File: src/rtl/mc_control_unit.sv
// Multi-cycle MIPS controller.
// Moore FSM that sequences the shared PC/IR/GPR/ALU/DM datapath one
// instruction at a time, counts retired instructions and traps illegal ops.
module mc_control_unit #(
    parameter int unsigned RETIRE_W        = 32,
    parameter bit          TRAP_ON_ILLEGAL = 1'b0
) (
    input  logic                clock,
    input  logic                reset,
    input  logic [5:0]          opcode,
    input  logic [5:0]          funct,
    input  logic                zero,
    output logic                pc_write,
    output logic                pc_en,
    output logic                ir_write,
    output logic                reg_write,
    output logic                reg_dst,
    output logic                mem_to_reg,
    output logic                dm_read,
    output logic                dm_write,
    output logic                alu_src_a,
    output logic [1:0]          alu_src_b,
    output logic                ext_op,
    output logic [2:0]          alu_ctrl,
    output logic [1:0]          pc_source,
    output logic [3:0]          state,
    output logic                halted,
    output logic                illegal,
    output logic [RETIRE_W-1:0] retired
);

    typedef enum logic [3:0] {
        S_FETCH   = 4'd0,
        S_DECODE  = 4'd1,
        S_MEM_ADR = 4'd2,
        S_MEM_RD  = 4'd3,
        S_MEM_WB  = 4'd4,
        S_MEM_WR  = 4'd5,
        S_R_EXE   = 4'd6,
        S_R_WB    = 4'd7,
        S_BRANCH  = 4'd8,
        S_JUMP    = 4'd9,
        S_I_EXE   = 4'd10,
        S_I_WB    = 4'd11,
        S_HALT    = 4'd12
    } state_e;

    localparam logic [5:0] OP_RTYPE = 6'b000000;
    localparam logic [5:0] OP_J     = 6'b000010;
    localparam logic [5:0] OP_BEQ   = 6'b000100;
    localparam logic [5:0] OP_ADDI  = 6'b001000;
    localparam logic [5:0] OP_ADDIU = 6'b001001;
    localparam logic [5:0] OP_ORI   = 6'b001101;
    localparam logic [5:0] OP_LUI   = 6'b001111;
    localparam logic [5:0] OP_LW    = 6'b100011;
    localparam logic [5:0] OP_SW    = 6'b101011;

    localparam logic [5:0] FN_ADD   = 6'b100000;
    localparam logic [5:0] FN_ADDU  = 6'b100001;
    localparam logic [5:0] FN_SUB   = 6'b100010;
    localparam logic [5:0] FN_SUBU  = 6'b100011;
    localparam logic [5:0] FN_AND   = 6'b100100;
    localparam logic [5:0] FN_OR    = 6'b100101;
    localparam logic [5:0] FN_SLT   = 6'b101010;

    localparam logic [2:0] ALU_ADD  = 3'b000;
    localparam logic [2:0] ALU_SUB  = 3'b001;
    localparam logic [2:0] ALU_AND  = 3'b010;
    localparam logic [2:0] ALU_OR   = 3'b011;
    localparam logic [2:0] ALU_SLT  = 3'b100;
    localparam logic [2:0] ALU_LUI  = 3'b101;

    state_e              state_q, state_d;
    logic                illegal_q, illegal_d;
    logic [RETIRE_W-1:0] retired_q, retired_d;
    logic                pc_write_cond;
    logic                funct_ok;
    logic [2:0]          r_alu_ctrl;
    state_e              illegal_next;

    assign illegal_next = TRAP_ON_ILLEGAL ? S_HALT : S_FETCH;

    // R-type funct decode: ALU operation and whether the funct is supported.
    always_comb begin
        funct_ok   = 1'b1;
        r_alu_ctrl = ALU_ADD;
        case (funct)
            FN_ADD, FN_ADDU: r_alu_ctrl = ALU_ADD;
            FN_SUB, FN_SUBU: r_alu_ctrl = ALU_SUB;
            FN_AND:          r_alu_ctrl = ALU_AND;
            FN_OR:           r_alu_ctrl = ALU_OR;
            FN_SLT:          r_alu_ctrl = ALU_SLT;
            default:         funct_ok   = 1'b0;
        endcase
    end

    // Next state, sticky illegal flag and retire counter update.
    always_comb begin
        state_d   = state_q;
        illegal_d = illegal_q;
        retired_d = retired_q;
        case (state_q)
            S_FETCH:   state_d = S_DECODE;
            S_DECODE: begin
                case (opcode)
                    OP_LW, OP_SW:                      state_d = S_MEM_ADR;
                    OP_RTYPE:                          state_d = S_R_EXE;
                    OP_BEQ:                            state_d = S_BRANCH;
                    OP_J:                              state_d = S_JUMP;
                    OP_ADDI, OP_ADDIU, OP_ORI, OP_LUI: state_d = S_I_EXE;
                    default: begin
                        illegal_d = 1'b1;
                        state_d   = illegal_next;
                    end
                endcase
            end
            S_MEM_ADR: state_d = (opcode == OP_LW) ? S_MEM_RD : S_MEM_WR;
            S_MEM_RD:  state_d = S_MEM_WB;
            S_R_EXE: begin
                if (funct_ok) begin
                    state_d = S_R_WB;
                end else begin
                    illegal_d = 1'b1;
                    state_d   = illegal_next;
                end
            end
            S_I_EXE:   state_d = S_I_WB;
            S_MEM_WB, S_MEM_WR, S_R_WB, S_BRANCH, S_JUMP, S_I_WB: begin
                state_d   = S_FETCH;
                retired_d = retired_q + RETIRE_W'(1);
            end
            S_HALT:    state_d = S_HALT;
            default:   state_d = S_FETCH;
        endcase
    end

    // State, illegal flag and retire counter registers.
    always_ff @(posedge clock or negedge reset) begin
        if (!reset) begin
            state_q   <= S_FETCH;
            illegal_q <= 1'b0;
            retired_q <= '0;
        end else begin
            state_q   <= state_d;
            illegal_q <= illegal_d;
            retired_q <= retired_d;
        end
    end

    // Moore output decode; everything is held at 0 while reset is low so
    // no enable or select leaks out of an aborted instruction.
    always_comb begin
        pc_write      = 1'b0;
        pc_write_cond = 1'b0;
        ir_write      = 1'b0;
        reg_write     = 1'b0;
        reg_dst       = 1'b0;
        mem_to_reg    = 1'b0;
        dm_read       = 1'b0;
        dm_write      = 1'b0;
        alu_src_a     = 1'b0;
        alu_src_b     = 2'b00;
        ext_op        = 1'b0;
        alu_ctrl      = ALU_ADD;
        pc_source     = 2'b00;
        halted        = 1'b0;
        if (reset) begin
            case (state_q)
                S_FETCH: begin
                    ir_write  = 1'b1;
                    pc_write  = 1'b1;
                    alu_src_b = 2'b01;
                end
                S_DECODE: begin
                    alu_src_b = 2'b11;
                    ext_op    = 1'b1;
                end
                S_MEM_ADR: begin
                    alu_src_a = 1'b1;
                    alu_src_b = 2'b10;
                    ext_op    = 1'b1;
                end
                S_MEM_RD:  dm_read = 1'b1;
                S_MEM_WB: begin
                    reg_write  = 1'b1;
                    mem_to_reg = 1'b1;
                end
                S_MEM_WR:  dm_write = 1'b1;
                S_R_EXE: begin
                    alu_src_a = 1'b1;
                    alu_ctrl  = r_alu_ctrl;
                end
                S_R_WB: begin
                    reg_write = 1'b1;
                    reg_dst   = 1'b1;
                end
                S_BRANCH: begin
                    alu_src_a     = 1'b1;
                    alu_ctrl      = ALU_SUB;
                    pc_write_cond = 1'b1;
                    pc_source     = 2'b01;
                end
                S_JUMP: begin
                    pc_write  = 1'b1;
                    pc_source = 2'b10;
                end
                S_I_EXE: begin
                    alu_src_a = 1'b1;
                    alu_src_b = 2'b10;
                    case (opcode)
                        OP_ADDI, OP_ADDIU: ext_op   = 1'b1;
                        OP_ORI:            alu_ctrl = ALU_OR;
                        OP_LUI:            alu_ctrl = ALU_LUI;
                        default:           alu_ctrl = ALU_ADD;
                    endcase
                end
                S_I_WB:    reg_write = 1'b1;
                S_HALT:    halted    = 1'b1;
                default:   halted    = 1'b0;
            endcase
        end
    end

    assign pc_en   = pc_write | (pc_write_cond & zero);
    assign state   = state_q;
    assign illegal = illegal_q;
    assign retired = retired_q;

endmodule

File: config.mk
export PLATFORM = sky130hd
export DESIGN_NAME = mc_control_unit
export DESIGN_NICKNAME = d
export VERILOG_FILES = /design/src/rtl/mc_control_unit.sv
export SDC_FILE = /design/constraint.sdc
export NUM_CORES = 1
export LEC_CHECK = 0
export CORE_MARGIN = 2
export CORE_UTILIZATION = 45
export DETAILED_ROUTE_END_ITERATION = 10
export DONT_BUFFER_PORTS = 1
export GPL_ROUTABILITY_DRIVEN = 0
export HOLD_SLACK_MARGIN = 0.12
export PLACE_DENSITY = 0.68
export SLEW_MARGIN = 30
export SYNTH_ARGS = -nofsm -noshare
export SYNTH_HDL_FRONTEND = slang
export SYNTH_SLANG_ARGS = --single-unit
File: constraint.sdc
create_clock -name clock -period 2.1 [get_ports clock]
set_input_delay 0.21 -clock clock [delete_from_list [all_inputs] [get_ports clock]]
set_output_delay 0.21 -clock clock [all_outputs]
set_load 0.02 [all_outputs]
After elaboration in Yosys (flattened, before gate mapping)
Index checks and enable logic that the tools add are counted.

Bitwise gates (word level): 2. $add $sub $neg: 1. $mul: 0. Equality and inequality tests: 29. Magnitude comparators: 0. Div/mod/pow operators: 0. Shift-type cells: 0. Reduce and logical (&&, ||, !) cells: 16. Multiplexer cells: 39.

Operator list (number): == test 6 bit, second input constant (9); adder 32 x 1 -> 32 bit, second input constant (1); one-hot mux 4 bit (7 select lines) (1); two-way mux 1 bit (25); == test 6 x 4 -> 1 bit, second input constant (4); == test 4 bit, second input constant (5); one-hot mux 4 bit (5 select lines) (1); == test 4 x 3 -> 1 bit, second input constant (4); one-hot mux 3 bit (4 select lines) (1); OR reduction 2 bit (6); two-way mux 3 bit (3); one-hot mux 3 bit (3 select lines) (1); OR reduction 9 bit (1); == test 4 x 2 -> 1 bit, second input constant (2); OR reduction 4 bit (2); OR reduction 7 bit (1); == test 6 x 2 -> 1 bit, second input constant (1); == test 6 x 3 -> 1 bit, second input constant (1); zero test 6 bit (1); one-hot mux 2 bit (3 select lines) (1); one-hot mux 3 bit (2 select lines) (1); OR reduction 6 bit (1); == test 4 x 1 -> 1 bit, second input constant (1); zero test 4 bit (1); 9 further kinds (12).

Output and inout port bits: 55. Bits in latches: 0. Input port bits: 15. Memories kept: 0. RAM bits: 0. Bits in read-only memories: 0. Word-level logic and storage cells: 90. Register bits after elaboration: 37.

Logic depth before layout (Yosys ltp)
Gate-level depths: netlist (run 1).

Word-level depth: 5. Mapped depth: 6. Gate-level depth less buffers: 5.

Worst setup path after synthesis (run 1)
Ideal clock, no wire load.

Kind: register to output. Start: register state_q[1] (netlist: state[1]). End: output port pc_en. Arrival: 1.937 ns. Stages on the path, launching flop included: 5. Slack: -0.047 ns. Cell sequence: dfrtp_1 or3b_1 nor3_1 or2_1 a21o_1.

Longest elaborated chain between the ends: 5. Elaborated cells between the ends (all ways): 10.

RTL lines: start: declaration (line 73) `state_e state_q, state_d;`; start signal: assignment (line 144) `state_q <= state_d;`; == test 4 bit / zero test 4 bit (equally long branches) (line 168) `case (state_q)`; OR reduction 2 bit (no source line) (*); two-way mux 1 bit (*) (line 168); two-way mux 1 bit (*) (line 167) `if (reset) begin`; named net pc_write (line 13) `output logic pc_write,`; bitwise OR 1 bit (*) (line 224) `assign pc_en = pc_write | (pc_write_cond & zero);`; end: declaration (line 14) `output logic pc_en,`.

Mark *: on every way through the listed nets, which the timed path passes. The rest lies on a longest branch.

Worst setup path after layout (run 1)
Start: register state_q[0] (netlist: state[0]). End: output port pc_en.

Longest elaborated chain between the ends: 5. Elaborated cells between the ends (all ways): 10.

RTL lines (line): == test 4 bit / zero test 4 bit (equally long branches) (168); OR reduction 2 bit (no source line) / two-way mux 1 bit (equally long branches); two-way mux 1 bit (on tied branches) (168, 167); two-way mux 1 bit / AND 1 bit (equally long branches) (167, 224); bitwise OR 1 bit (*) (224).

Every way passes the cells marked *; elsewhere a longest branch is shown, timed or not.

==> results.yml, run 1 <==
finish:
  area_delta_synth_final_pct: 25.59
  fin_util_pct: 59.29
  num-fill-cells: 435
  insertedDiodeCount: 0
  final_common_cell: "buf_4"
  drive_gt1_share_pct: 25.09
  mostFrequentLayoutCells: "buf_4 (46), dfrtp_1 (35), nand2_1 (24)"
  final-seq-area_um2: 928.4
  finalNetCount: 306
  multi_input_area_um2: 1296
  stdcell_area_um2: 2819
clock_tree:
  cts_sinks: 37
  cts_tree: "yes"
  clk_pin_slew_ns: 0.07
  ctsHtreeMaxLevel: 2
  clock_path_buffers: 2
  clk_latency_ns: 0.29
  cts-root-buf: "clkbuf_8"
  cts_buffers: 5
route:
  wl_um: 5583
  wl_met2_um: 2735
  ant_nets: 0
  drc: 0
  met1_length_um: 2430
  firstDrtPassIters: 4
  via_per_inst: 5.693
  post_drt_wl_per_cell_um: 15.59
  drt_first_iter_violations: 105
  num_vias: 2038
  top_layer_used: "met4"
  met3_length_um: 348
setup_path:
  critPathMaxFanout: 8
  r2r_cells: 5
  cp.required_ns: 1.89
  crit_path_end_kind: "output pin"
  crit_chain: "buf_4 -> or3b_4 -> nor3_4 -> or2_1 -> a21o_1"
  max_stage_delay_ns: 0.42
  cp.arrival_ns: 1.84
  slowest_stage: "dfrtp_1"
  path_class: "reg2out"
  cp-start-kind: "register"
yosys:
  ys_ff_latch: 37
  ys.flop_type: "dfrtp_1"
  syn-mean-instance-area_um2: 9.314
  ys_warn_count: 0
  yosysSeqAreaShare_pct: 41.25
  netlist_area_um2: 2245
  syn-num-nets: 257
  synth_edf_count: 0
  ys_types: 43
  synth_cells: 241
  async_flop_share_pct: 100.0
grt:
  grt_pass1_wl_um: 8763
  grt_pass1_vias: 1836
  antenna_found_initial: 0
  gr-total-overflow: 0
  grt_usage_pct: 20.75
  grt_max_degree: 38
die:
  die_area_um2: 5569
  die_y_um: 74.63
  die_w_um: 74.63
  io_pins: 70
  row_count: 25
  core_um2: 4755
  start_util_pct: 47.21
pwr:
  p_total_w: 0.002078
  p_leak_nw: 1.257
  ir_worst_vdd_uv: 560.6
  powerDensity_nw_per_um2: 737.3
sta:
  slew_viol_final: 0
  fin_crit_ns: 2.049
  tightest_slew_ns: 0.4120
  slew_headroom_pct: 72.43
  hold_viol_final: 0
  skew_ns: 0.005395
  setup_viol: 0
  min_period_over_period_pct: 97.56
  rsz0062_at_grt: "true"
  max_freq_mhz: 488.1
worst_hold_path:
  min_path_cells: 2
  hold_class: "in2reg"
placed_design:
  place_area_um2: 2570
  io_buffers: 0
  dpl.hpwl_um: 4032
outcome:
  outcome: "complete, no violations"
flow_run:
  drv_cap: 0
## worst max-delay path: cells and delay by family (launching register included)
kind                   cells  cell delay (ns)
AO/OA/AOI/OAI              1             0.19
buffers and inverters      1             0.18
flip-flops                 1             0.42
AND/OR/NAND/NOR            3             0.75
## area by class of cell
cell class / count / area share (%)
multi-input combinational: 193 / 45.98
sequential: 37 / 32.93
timing repair buffer: 51 / 14.43
tap: 67 / 2.974
clock buffer: 6 / 2.929
clock inverter: 2 / 0.4882
inverter: 2 / 0.2663
## per-stage QoR
step	cells	TNS [ns]	setup WS, ns	hold WS [ns]
6_report	358	0	0.05128	0.1384
3_3_place_gp	336	0	0.2870	-0.08447
4_1_cts	348	0	0.003120	0.1223
2_1_floorplan	241	0	0.1000	-0.08559
5_1_grt	358	-0.02857	-0.02780	0.1700
3_5_place_dp	336	0	0.2116	-0.08470
## power breakdown
group          internal [W]  switching [W]  leakage [nW]
clock network      0.000266       0.000265        0.0512
registers          0.000770       0.000123         0.499
logic              0.000293       0.000361         0.707
total               0.00133       0.000750          1.26
## state kept, by name, indices dropped and copies added (netlist names)
register  flops
retired      32
illegal       1
state         4
## cells by family (layout without fill, tap and decap cells)
family / Yosys count / after routing / synth area share, %
adder cells (fa/ha/maj): 1 / 1 / 0.5573
AO/OA/AOI/OAI: 27 / 27 / 7.971
AND/OR/NAND/NOR: 130 / 130 / 34.28
buffers and inverters: 11 / 61 / 2.174
flip-flops: 37 / 37 / 41.25
multiplexers: 1 / 1 / 0.5016
XOR/XNOR: 34 / 34 / 13.27
## routing by layer
metal / global-route usage [%] / up-vias
met2: 31.76 / 68
met4: 7.738 / 0
met5: 0 / -
met3: 6.560 / 6
met1: 27.69 / 1000
li1: - / 964
## path summary, 6_finish.rpt
kind / startpoint / slack, ns / end
setup / recovery: state[0]$_DFF_PN0_ / 0.05 / pc_en
hold / removal: opcode[1] / 0.14 / illegal$_DFFE_PN0P_
setup reg to reg: retired[0]$_DFFE_PN0P_ / 0.22 / retired[30]$_DFFE_PN0P_
hold reg to reg: retired[10]$_DFFE_PN0P_ / 0.60 / retired[10]$_DFFE_PN0P_
max in group asynchronous: reset / 1.53 / state[3]$_DFF_PN0_
min in group asynchronous: reset / 0.37 / retired[26]$_DFFE_PN0P_
## Yosys cell counts (all sizes together) (6+ instances only)
cell type	n	area, um^2
o21ai	7	35.03
a21oi	6	30.03
nor4	12	125.1
nand2	24	90.09
xor2	16	140.1
dfrtp	37	925.9
nor3	8	40.04
and4	6	52.55
nand3	15	75.07
xnor2	18	157.7
nand2b	8	50.05
clkbuf	8	30.03
nand4	10	68.81
nor2	22	82.58
## repair_timing
| item | 4_1_cts | 5_1_grt |
|---|---|---|
| hold buffers | 4 | 0 |
| endpoints found under the hold margin | 38 | 0 |
| pin swaps | 0 | 2 |
| setup endpoints to repair | 4 | 6 |
| resized for setup | 1 | 7 |
| buffers inserted | 0 | 10 |
Power figures use the tool's default switching activity.
==> run 2: changes to the inputs <==
--- a/config.mk
+++ b/config.mk
@@ -5,6 +5,7 @@
 export SDC_FILE = /design/constraint.sdc
 export NUM_CORES = 1
 export LEC_CHECK = 0
+export CAP_MARGIN = 10
 export CORE_MARGIN = 2
 export CORE_UTILIZATION = 45
 export DETAILED_ROUTE_END_ITERATION = 10
@@ -12,7 +13,6 @@
 export GPL_ROUTABILITY_DRIVEN = 0
 export HOLD_SLACK_MARGIN = 0.12
 export PLACE_DENSITY = 0.68
-export SLEW_MARGIN = 30
 export SYNTH_ARGS = -nofsm -noshare
 export SYNTH_HDL_FRONTEND = slang
 export SYNTH_SLANG_ARGS = --single-unit
==> results of run 2 <==
Final layout, timing and power as in run 1 (identical DEF).
==> run 3: changes to the inputs <==
--- a/config.mk
+++ b/config.mk
@@ -7,12 +7,12 @@
 export LEC_CHECK = 0
 export CAP_MARGIN = 10
 export CORE_MARGIN = 2
-export CORE_UTILIZATION = 45
+export CORE_UTILIZATION = 49
 export DETAILED_ROUTE_END_ITERATION = 10
 export DONT_BUFFER_PORTS = 1
 export GPL_ROUTABILITY_DRIVEN = 0
 export HOLD_SLACK_MARGIN = 0.12
-export PLACE_DENSITY = 0.68
+export PLACE_DENSITY = 0.74
 export SYNTH_ARGS = -nofsm -noshare
 export SYNTH_HDL_FRONTEND = slang
 export SYNTH_SLANG_ARGS = --single-unit
==> constraint.sdc (replaced) <==
create_clock -name clock -period 1.7 [get_ports clock]
set_input_delay 0.17 -clock clock [delete_from_list [all_inputs] [get_ports clock]]
set_output_delay 0.17 -clock clock [all_outputs]
set_load 0.02 [all_outputs]
==> results.yml, run 3 (same netlist as run 1, synthesis figures left out) <==
outcome:
  outcome: "complete, but fails checks"
  violations: "setup timing"
sta:
  hold_viol_final: 0
  slew_viol_final: 0
  max_freq_mhz: 540.1
  fin_ws_ns: -0.1517
  slew_headroom_pct: 65.07
  fin_crit_ns: 1.852
  setup_tns_ns: -1.753
  fin_worst_hold_slack_ns: 0.1233
  setup_viol: 25
  skew_ns: 0.007254
  min_period_over_period_pct: 108.9
  rsz0062_at_grt: "true"
  tightest_slew_ns: 0.5173
die:
  die_y_um: 71.68
  row_count: 24
  die_area_um2: 5138
  core_um2: 4384
  io_pins: 70
  start_util_pct: 51.20
  die_w_um: 71.68
grt:
  grt_max_degree: 38
  grt_pass1_vias: 2204
  grt_pass1_wl_um: 10410
  grt_usage_pct: 25.42
  antenna_found_initial: 0
  gr-total-overflow: 0
pwr:
  p_leak_nw: 1.655
  ir_worst_vdd_uv: 538.7
  powerDensity_nw_per_um2: 882.8
clock_tree:
  cts_tree: "yes"
  ctsHtreeMaxLevel: 2
  clock_path_buffers: 2
  cts_buffers: 5
  cts_sinks: 37
  cts-root-buf: "clkbuf_8"
  clk_latency_ns: 0.29
  clk_pin_slew_ns: 0.07
route:
  via_per_inst: 6.056
  drt_first_iter_violations: 155
  wl_um: 7309
  drc: 0
  ant_nets: 0
  firstDrtPassIters: 6
  num_vias: 2265
  post_drt_wl_per_cell_um: 19.54
finish:
  mostFrequentLayoutCells: "buf_4 (59), nand2_1 (21), dfrtp_2 (20)"
  final_common_cell: "buf_4"
  finalNetCount: 337
  largest_reg_flops: 32
  drive_gt1_share_pct: 52.17
  area_delta_synth_final_pct: 57.75
  insertedDiodeCount: 0
setup_path:
  path_class: "reg2out"
  crit_path_end_kind: "output pin"
  cp-start-kind: "register"
  cp.arrival_ns: 1.68
  cp.required_ns: 1.53
  critPathMaxFanout: 3
worst_hold_path:
  hold_class: "in2reg"
placed_design:
  io_buffers: 0
  dpl.hpwl_um: 4262
  post-place-ws_ns: -0.001425
flow_run:
  drv_cap: 0
-- run 3: cell types whose count changed in the layout (fill, tap and decap cells not counted), moves of 7 or more --
cell	before	now
buf_4	46	59
buf_6	1	14
dfrtp_1	35	17
dfrtp_2	2	20
nor2_1	22	10
nor4_2	9	2
nor4_4	0	10
-- run 3: layout make-up --
| cell class | count | area, um^2 |
|---|---|---|
| multi-input combinational | 193 | 1675 |
| sequential | 37 | 950.9 |
| fill | 224 | 843.3 |
| timing repair buffer | 82 | 725.7 |
| clock buffer | 7 | 86.33 |
| tap | 52 | 65.06 |
| clock inverter | 1 | 30.03 |
| inverter | 2 | 7.507 |
-- run 3: timing repair --
action	4_1_cts	5_1_grt
endpoints found under the setup margin	13	44
hold buffers	6	0
resized for setup	37	37
pin swaps	19	21
setup buffers	11	7
endpoints found under the hold margin	39	0
-- run 3: worst max-delay path, cell delays in order (launching register included) --
cell     delay [ns]
dfrtp_2        0.42
buf_6          0.13
or3b_4         0.43
nor3_4         0.14
or2_4          0.16
buf_6          0.12
-- run 3: report_power, final --
part           switching, W  leakage [nW]  internal, W
sequential        0.0000920         0.471     0.000960
clock              0.000317        0.0585     0.000479
combinational      0.000710          1.13     0.000569
-- run 3: layer usage --
metal  GRT usage, %  up-vias  routed length [um]
li1               -     1028                   -
met1          31.74     1134                2931
met2          44.24       88                3822
met3          5.907       15                 415
met4          6.709        0                 141
met5              0        -                   0
-- run 3: stage by stage --
step                area (um^2)  power [W]  util (%)  std cells
global route               3541   0.003256     80.76        374
finish                     3541   0.003126     80.76        374
floorplan                  2434   0.001624         -        241
detailed placement         2882   0.001951     65.72        344
global placement           2882   0.001932     65.72        344
CTS                        3329   0.002949     75.94        369
-- run 3: path summary, 6_finish.rpt --
| kind | from | slack [ns] | cells after the start | endpoint |
|---|---|---|---|---|
| worst max-delay path | state[1]$_DFF_PN0_ | -0.15 | 5 | pc_write |
| max in group asynchronous | reset | 1.15 | 2 | retired[8]$_DFFE_PN0P_ |
| worst min register to register | retired[10]$_DFFE_PN0P_ | 0.60 | 2 | retired[10]$_DFFE_PN0P_ |
| min in group asynchronous | reset | 0.34 | 2 | retired[19]$_DFFE_PN0P_ |
| worst max register to register | state[3]$_DFF_PN0_ | -0.14 | 5 | retired[21]$_DFFE_PN0P_ |
| worst min-delay path | opcode[3] | 0.12 | 2 | state[3]$_DFF_PN0_ |
